$ cat src/rtl/ahb_arb_pkg.sv
// rtl/ahb_arb_pkg.sv - AHB encodings, burst lengths and arbiter state type
package ahb_arb_pkg;

   localparam logic [1:0] HTRANS_IDLE   = 2'd0;
   localparam logic [1:0] HTRANS_BUSY   = 2'd1;
   localparam logic [1:0] HTRANS_NONSEQ = 2'd2;
   localparam logic [1:0] HTRANS_SEQ    = 2'd3;

   localparam logic [2:0] HBURST_SINGLE = 3'd0;
   localparam logic [2:0] HBURST_INCR   = 3'd1;
   localparam logic [2:0] HBURST_WRAP4  = 3'd2;
   localparam logic [2:0] HBURST_INCR4  = 3'd3;
   localparam logic [2:0] HBURST_WRAP8  = 3'd4;
   localparam logic [2:0] HBURST_INCR8  = 3'd5;
   localparam logic [2:0] HBURST_WRAP16 = 3'd6;
   localparam logic [2:0] HBURST_INCR16 = 3'd7;

   localparam logic [3:0] BEATS4_M1  = 4'd3;
   localparam logic [3:0] BEATS8_M1  = 4'd7;
   localparam logic [3:0] BEATS16_M1 = 4'd15;

   typedef enum logic [1:0] {
      ARB    = 2'd0,
      BURST  = 2'd1,
      LOCKED = 2'd2
   } arb_state_t;

   // Beats still to come after the NONSEQ; zero for undefined-length bursts.
   function automatic logic [3:0] burst_len_m1(input logic [2:0] hburst);
      case (hburst)
         HBURST_WRAP4,  HBURST_INCR4:  return BEATS4_M1;
         HBURST_WRAP8,  HBURST_INCR8:  return BEATS8_M1;
         HBURST_WRAP16, HBURST_INCR16: return BEATS16_M1;
         default:                      return 4'd0;
      endcase
   endfunction

endpackage

$ cat src/rtl/ahb_arb_picker.sv
// rtl/ahb_arb_picker.sv - one-hot winner search over requests from a start index
module ahb_arb_picker
   import ahb_arb_pkg::*;
#(
   parameter int NUM_MASTERS = 4,
   parameter int MASTER_W    = 2
) (
   input  logic [NUM_MASTERS-1:0] req,
   input  logic [MASTER_W-1:0]    start,
   output logic [NUM_MASTERS-1:0] winner,
   output logic                   valid
);

   logic [MASTER_W:0]   sum;
   logic [MASTER_W-1:0] idx;

   // start < NUM_MASTERS, so one conditional subtract gives the modulo.
   always_comb begin
      winner = '0;
      valid  = 1'b0;
      sum    = '0;
      idx    = '0;
      for (int i = 0; i < NUM_MASTERS; i++) begin
         sum = {1'b0, start} + (MASTER_W+1)'(i);
         if (sum >= (MASTER_W+1)'(NUM_MASTERS))
            sum = sum - (MASTER_W+1)'(NUM_MASTERS);
         idx = sum[MASTER_W-1:0];
         if (!valid && req[idx]) begin
            winner[idx] = 1'b1;
            valid       = 1'b1;
         end
      end
   end

endmodule

$ cat src/rtl/ahb_bus_arbiter.sv
// rtl/ahb_bus_arbiter.sv - AHB multi-master arbiter; AHB_ARB_ROUND_ROBIN_EN selects round-robin
module ahb_bus_arbiter
   import ahb_arb_pkg::*;
#(
   parameter int NUM_MASTERS = 4,
   parameter int MASTER_W    = 2
) (
   input  logic                   in_HCLK,
   input  logic                   in_HRESET,
   input  logic [NUM_MASTERS-1:0] in_HBUSREQ,
   input  logic [NUM_MASTERS-1:0] in_HLOCK,
   input  logic [1:0]             in_HTRANS,
   input  logic [2:0]             in_HBURST,
   input  logic                   in_HREADY,
   output logic [NUM_MASTERS-1:0] out_HGRANT,
   output logic [MASTER_W-1:0]    out_HMASTER,
   output logic                   out_HMASTLOCK
);

   localparam logic [NUM_MASTERS-1:0] PARK = {{(NUM_MASTERS-1){1'b0}}, 1'b1};

   logic [NUM_MASTERS-1:0] grant_q, grant_nxt, pick_gnt;
   logic                   pick_valid;
   logic [MASTER_W-1:0]    owner_idx, start_idx, hmaster_q;
   logic                   hmastlock_q, lock_req, rearb;
   logic [3:0]             cnt_q, cnt_nxt;
   arb_state_t             state_q, state_nxt;

   function automatic logic [MASTER_W-1:0] onehot_to_idx(input logic [NUM_MASTERS-1:0] oh);
      logic [MASTER_W-1:0] r;
      r = '0;
      for (int i = 0; i < NUM_MASTERS; i++)
         if (oh[i]) r = MASTER_W'(i);
      return r;
   endfunction

`ifdef AHB_ARB_ROUND_ROBIN_EN
   logic [MASTER_W-1:0] ptr_q;
   assign start_idx = (ptr_q == MASTER_W'(NUM_MASTERS - 1)) ? '0 : ptr_q + MASTER_W'(1);
`else
   assign start_idx = '0;
`endif

   ahb_arb_picker #(
      .NUM_MASTERS (NUM_MASTERS),
      .MASTER_W    (MASTER_W)
   ) u_picker (
      .req    (in_HBUSREQ),
      .start  (start_idx),
      .winner (pick_gnt),
      .valid  (pick_valid)
   );

   // Grant only moves when the edge leaves both the lock and any fixed-length burst behind.
   always_comb begin
      owner_idx = onehot_to_idx(grant_q);
      lock_req  = in_HLOCK[owner_idx];
      cnt_nxt   = cnt_q;
      case (in_HTRANS)
         HTRANS_NONSEQ: cnt_nxt = burst_len_m1(in_HBURST);
         HTRANS_SEQ:    if (cnt_q != 4'd0) cnt_nxt = cnt_q - 4'd1;
         HTRANS_IDLE:   if (state_q == BURST) cnt_nxt = 4'd0;
         HTRANS_BUSY:   ;
      endcase
      if (lock_req)
         state_nxt = LOCKED;
      else if (cnt_nxt != 4'd0)
         state_nxt = BURST;
      else
         state_nxt = ARB;
      rearb     = (state_nxt == ARB);
      grant_nxt = grant_q;
      if (rearb)
         grant_nxt = pick_valid ? pick_gnt : PARK;
   end

   always_ff @(posedge in_HCLK) begin
      if (!in_HRESET) begin
         grant_q     <= PARK;
         hmaster_q   <= '0;
         hmastlock_q <= 1'b0;
         cnt_q       <= '0;
         state_q     <= ARB;
`ifdef AHB_ARB_ROUND_ROBIN_EN
         ptr_q       <= '0;
`endif
      end else if (in_HREADY) begin
         grant_q     <= grant_nxt;
         hmaster_q   <= owner_idx;
         hmastlock_q <= lock_req;
         cnt_q       <= cnt_nxt;
         state_q     <= state_nxt;
`ifdef AHB_ARB_ROUND_ROBIN_EN
         if (rearb && pick_valid && (pick_gnt != grant_q))
            ptr_q <= onehot_to_idx(pick_gnt);
`endif
      end
   end

   assign out_HGRANT    = grant_q;
   assign out_HMASTER   = hmaster_q;
   assign out_HMASTLOCK = hmastlock_q;

endmodule
$ cat config.mk
export PLATFORM = sky130hd
export DESIGN_NAME = ahb_bus_arbiter
export DESIGN_NICKNAME = d
export VERILOG_FILES = /design/src/rtl/ahb_arb_pkg.sv /design/src/rtl/ahb_arb_picker.sv /design/src/rtl/ahb_bus_arbiter.sv
export SDC_FILE = /design/constraint.sdc
export NUM_CORES = 1
export LEC_CHECK = 0
export ABC_AREA = 1
export CAP_MARGIN = 10
export CORE_ASPECT_RATIO = 2
export CORE_MARGIN = 2
export CORE_UTILIZATION = 25
export CTS_CLUSTER_SIZE = 14
export DETAILED_ROUTE_END_ITERATION = 12
export PLACE_DENSITY = 0.41
export SLEW_MARGIN = 20
export SYNTH_ARGS = -nofsm -noshare
export SYNTH_HDL_FRONTEND = slang
export SYNTH_HIERARCHICAL = 1
export SYNTH_SLANG_ARGS = --single-unit
$ cat constraint.sdc
create_clock -name in_HCLK -period 1.7 [get_ports in_HCLK]
set_input_delay 0.34 -clock in_HCLK [delete_from_list [all_inputs] [get_ports in_HCLK]]
set_output_delay 0.34 -clock in_HCLK [all_outputs]
set_load 0.005 [all_outputs]
### Yosys cells after proc, flatten, opt, wreduce, memory -nomap -nowiden

Cells that the tools add are included.

| storage, ports and cells | value |
|---|---|
| flip-flop bits (word level) | 13 |
| bits of input ports | 16 |
| output and inout port bits | 7 |
| word-level logic and storage cells | 50 |

| cells by class | value |
|---|---|
| add/subtract/negate cells | 1 |
| magnitude comparators | 1 |
| equality and inequality tests | 9 |
| muxes and demuxes | 20 |
| reduce and logical (&&, ||, !) cells | 14 |

Operators by type and width:

| cell | number |
|---|---|
| 4-bit case mux with 3 select lines | 2 |
| 4-bit 2-to-1 mux | 4 |
| 3-bit == test (second input constant) | 4 |
| 1-bit 2-to-1 mux | 8 |
| 2-bit 2-to-1 mux | 4 |
| 4-bit nonzero test | 2 |
| 3-bit by 2-bit == test with 1-bit output (second input constant) | 2 |
| 2-bit OR reduction | 3 |
| 2-bit == test (second input constant) | 2 |
| 2-bit logical NOT | 2 |
| 4-bit by 1-bit subtractor with 4-bit output (second input constant) | 1 |
| 1-bit logical AND | 3 |
| 1-bit logical NOT | 3 |
| 2-bit by 3-bit < comparator with 1-bit output (second input constant) | 1 |
| 3-bit 2-to-1 mux | 1 |
| 1-bit binary-select mux with 2-bit select | 1 |
| 2-bit by 1-bit == test with 1-bit output (second input constant) | 1 |
| 2-bit AND reduction | 1 |

### Depth between registers and ports, before layout

| depth | value |
|---|---|
| depth after elaboration | 11 |
| gate-level depth with buffers | 13 |
| mapped depth without buffers | 13 |

### Modules after synthesis

Netlist, hierarchy kept.

By module, submodules not included:

| module | times used | cells an instance | area an instance (sq um) | sequential area each (sq um) |
|---|---|---|---|---|
| ahb_bus_arbiter | 1 | 131 | 818.3 | 240.2 |
| ahb_arb_picker | 1 | 76 | 424.2 | 0.0 |

### Worst setup path before layout

No wires, ideal clock.

| timing path | value |
|---|---|
| path kind | reg-to-reg |
| start | register cnt_q[0] |
| end | register grant_q[1] (netlist: out_HGRANT[1]) |
| library setup time | 0.114 ns |
| arrival | 1.340 ns |
| data required time | 1.586 ns |
| slack | 0.246 ns |
| cell stages (with the launch flop) | 11 |
| buffers on the path | 0 |
| period minus slack after synthesis | 1.454 ns |
| cell sequence | dfxtp_1 inv_1 ha_1 or2_1 nand2_1 nand2_1 nand2_1 a21oi_4 nand3_4 nor2_1 nor2_2 |

| on the way | value |
|---|---|
| longest elaborated chain between the ends | 8 |
| elaborated cells between the ends (all ways) | 10 |
| classes of those cells | add/sub (1); mux (5); reduce/logical (4) |

Ends and longest elaborated chain:

| what | RTL line | text |
|---|---|---|
| from (decl) | ahb_bus_arbiter.sv:26 | `logic [3:0] cnt_q, cnt_nxt;` |
| from (signal assigned) | ahb_bus_arbiter.sv:91 | `cnt_q <= cnt_nxt;` |
| 4-bit by 1-bit subtractor with 4-bit output or 4-bit nonzero test (tied branches) | ahb_bus_arbiter.sv:61 | `HTRANS_SEQ: if (cnt_q != 4'd0) cnt_nxt = cnt_q - 4'd1;` |
| 4-bit 2-to-1 mux | ahb_bus_arbiter.sv:61 |  |
| 4-bit case mux with 3 select lines * | ahb_bus_arbiter.sv:59 | `case (in_HTRANS)` |
| 4-bit nonzero test * | ahb_bus_arbiter.sv:67 | `else if (cnt_nxt != 4'd0)` |
| 1-bit 2-to-1 mux * | ahb_bus_arbiter.sv:67 |  |
| 2-bit 2-to-1 mux * | ahb_bus_arbiter.sv:65 | `if (lock_req)` |
| 2-bit logical NOT * | ahb_bus_arbiter.sv:71 | `rearb = (state_nxt == ARB);` |
| 2-bit AND reduction (no source line) * | -- |  |
| to (signal assigned) | ahb_bus_arbiter.sv:88 | `grant_q <= grant_nxt;` |
| to (decl) | ahb_bus_arbiter.sv:22 | `logic [NUM_MASTERS-1:0] grant_q, grant_nxt, pick_gnt;` |

Every way passes the cells marked *; elsewhere a longest branch is shown, timed or not.
A chain may end at the register's enable or synchronous reset.

### Final worst setup path

| timing path | value |
|---|---|
| start | input in_HBUSREQ[0] |
| end | register grant_q[2] (netlist: out_HGRANT[2]) |

| on the way | value |
|---|---|
| longest elaborated chain between the ends | 11 |
| elaborated cells between the ends (all ways) | 13 |
| classes of those cells | mux (7); reduce/logical (6) |

Ends and longest elaborated chain:

| what | RTL line | text |
|---|---|---|
| from (decl) | ahb_bus_arbiter.sv:10 | `input logic [NUM_MASTERS-1:0] in_HBUSREQ,` |
| 1-bit 2-to-1 mux * | ahb_arb_picker.sv:28 | `if (!valid && req[idx]) begin` |
| 1-bit logical NOT | ahb_arb_picker.sv:28 |  |
| 1-bit logical AND | ahb_arb_picker.sv:28 |  |
| 1-bit 2-to-1 mux * | ahb_arb_picker.sv:28 |  |
| 1-bit logical NOT | ahb_arb_picker.sv:28 |  |
| 1-bit logical AND | ahb_arb_picker.sv:28 |  |
| 1-bit 2-to-1 mux * | ahb_arb_picker.sv:28 |  |
| 1-bit logical NOT | ahb_arb_picker.sv:28 |  |
| 1-bit logical AND | ahb_arb_picker.sv:28 |  |
| 1-bit 2-to-1 mux * | ahb_arb_picker.sv:28 |  |
| net pick_valid | ahb_bus_arbiter.sv:23 | `logic pick_valid;` |
| 4-bit 2-to-1 mux * | ahb_bus_arbiter.sv:74 | `grant_nxt = pick_valid ? pick_gnt : PARK;` |

The timed path passes the listed nets; every way through them passes the cells marked *.

==> out/results.tsv <==
metric	value	unit
cts_setup_buffers	0	
synth_cell_types	26	
fmaxAchievable	647	MHz
cts.path.max_buffers	2	
whs	0.469	ns
vias_per_cell	4.28	
drcViolationCount	0	
outcome	completed	
min_period_over_period	90.9	%
async_flop_share	0	%
cts_made_buffers	3	
cp.depth	11	
crit_type	input port to register	
slowest_delay	0.44	ns
ys_ff_latch	12	
ir_worst_vdd	381	uV
drt_iter0_drc	2	
grt_max_degree	12	
io_buffers	21	
rsz0062_at_grt	no	
critPathCaptureType	register	
dr.pass1.iters	4	
n_antenna_cell	0	
cts.sinks	12	
wl_per_cell	10.2	um
crit_path_top_delay_cell	clkdlybuf4s50_1	
dp_slack	-0.332	ns
die_h	104	um
hp-class	register to register	
crit_buf_inv	1	
yosysTopAreaCellShare	19.3	%
crit_chain	clkdlybuf4s50_1 -> nand2_2 -> nand3_4 -> nand2_4 -> nand2_4 -> nor2_4 -> nand2_1 -> nand2_1 -> nand4_1 -> nand2_1 -> nor2_1	
fin_area	1750	sq um
hold_depth	2	
powerDensity	605	nW/um^2
synth-edff-count	0	
cts-root-buf	clkbuf_8	
syn-cell-area	1240	sq um
netlist_instances	207	
grt_pass1_vias	1319	
num_vias	1362	
grt_use_total	12.8	%
hold_viol	0	
setup_viol	0	
worstPathArrival	1.69	ns
dieArea	5580	sq um
slew_violations	0	
synth.avg_cell_area	6.00	sq um
hold_buffers	0	
cts_tree	done	
fillers	575	
netlist_top_cells_area	dfxtp_1 (19%), nand2_1 (18%), inv_1 (11%)	
rows	36	
clk_pin_slew	0.06	ns
gp_congestion	0.825	
yosys.area.top_type	dfxtp_1	
crit_family	simple AND/OR/NAND/NOR gates	
cap_violations	0	
fin_nets	285	
gr-total-overflow	0	
yosys_warnings	6	
ys_seq_area_share	19.3	%
startpoint_type	input port	
core-area	4820	sq um
antenna_found_initial	0	
crit_top_cell	nand2_1	
ant_nets	0	
worst_slack	0.154	ns
p_total	1.06	mW
grt_pass1_wl	5380	um
synth-main-ff-cell	dfxtp_1	
h-tree-depth	1	
fin_worst_skew	0.00355	ns
hpwlAfterDp	2850	um
placed_cell_area	1690	sq um
fin_crit	1.55	ns
areaGrowthSynthToFinish	40.6	%
reg2reg_depth	9	
initial_utilization	25.8	%
cp.required	1.84	ns
p_leak	0.924	nW
io_pins	23	
final_layout_size_suffix_gt1_share	18.0	%
cp_max_fo	5	
drt-total-wl	3240	um
clkLatencyLatePin	0.24	ns
die_w	53.9	um
## routing by layer
layer | up-vias | GRT usage [%] | share of wire (%)
met1 | 597 | 9.96 | 33
met2 | 19 | 26.3 | 63
met5 | - | 0 | 0
met3 | 4 | 1.15 | 2.0
li1 | 742 | - | -
met4 | 0 | 7.14 | 2.2
## worst reg2reg max path, delay by kind of cell, from the launching register on
kind,cells,cell delay (ns)
buffers and inverters,1,0.06
flip-flops,1,0.34
AND/OR/NAND/NOR,6,0.59
adder cells (fa/ha/maj),1,0.31
AO/OA/AOI/OAI,1,0.15
## cell usage after synthesis (3+ instances only)
master	instances
a21oi_1	8
a21oi_2	3
dfxtp_1	12
ha_1	7
inv_1	35
inv_2	3
nand2_1	61
nand2_2	5
nand3_1	25
nand3_4	3
nand4_1	3
nor2_1	17
nor2_2	4
o21ai_0	5
## per-stage QoR
stage	instances	setup TNS (ns)	util, %
after global placement	314	-1.66	35.0
after global routing	318	0	36.2
after detailed placement	314	-1.83	35.0
after CTS	318	0	36.1
after floorplan	223	0	-
final	318	0	36.2
## area by class of cell
cell class | instances | area (sq um) | area share [%]
sequential | 12 | 241 | 13.8
inverter | 38 | 143 | 8.17
clock buffer | 4 | 55.1 | 3.15
multi-input combinational | 172 | 923 | 52.9
tap | 57 | 71.3 | 4.08
timing repair buffer | 35 | 313 | 17.9
## final timing paths
check,from,end,slack (ns)
hold / removal,state_q[0],state_q[0],0.47
setup / recovery,in_HBUSREQ[0],out_HGRANT[2],0.15
setup reg to reg,cnt_q[1],out_HGRANT[3],0.16
hold reg to reg,state_q[0],state_q[0],0.47
## cells in the final DEF, fill, tap and decap left out, drive strengths merged
master | synthesis | routed
buf | 0 | 14
inv | 38 | 38
nand3b | 1 | 1
clkdlybuf4s50 | 0 | 19
o211ai | 1 | 1
nand2 | 68 | 68
o21ai | 7 | 7
conb | 1 | 17
or2 | 1 | 1
a21oi | 12 | 12
o21a | 1 | 1
a211oi | 1 | 1
clkbuf | 1 | 4
nand4 | 3 | 3
dfxtp | 12 | 12
nor2 | 23 | 23
dlygate4sd2 | 0 | 2
ha | 7 | 7
nand3 | 30 | 30
## sequential cells by signal (all words and copies together) (netlist names)
signal,count
out_HMASTLOCK,1
state_q,1
cnt_q,4
out_HGRANT,4
out_HMASTER,2
## power breakdown
group	switching, mW	total (mW)	internal, mW
Combinational	0.233	0.418	0.185
Sequential	0.0174	0.323	0.305
Clock	0.111	0.316	0.205
Total	0.362	1.06	0.695
## cells by family (layout without fill, tap and decap cells)
family,after synthesis,count (layout),synth area share (%)
fa+ha+maj,7,7,7.05
flops,12,12,19.3
buf+inv,39,77,11.8
other cells,1,17,0.302
simple gates,126,126,50.3
compound gates,22,22,11.3
## timing repair
action | in CTS | in global routing
setup endpoints to repair | 4 | 4
pin swaps | 0 | 1
gates resized for setup | 3 | 3
Note: power is estimated with default switching activity, not from simulation.
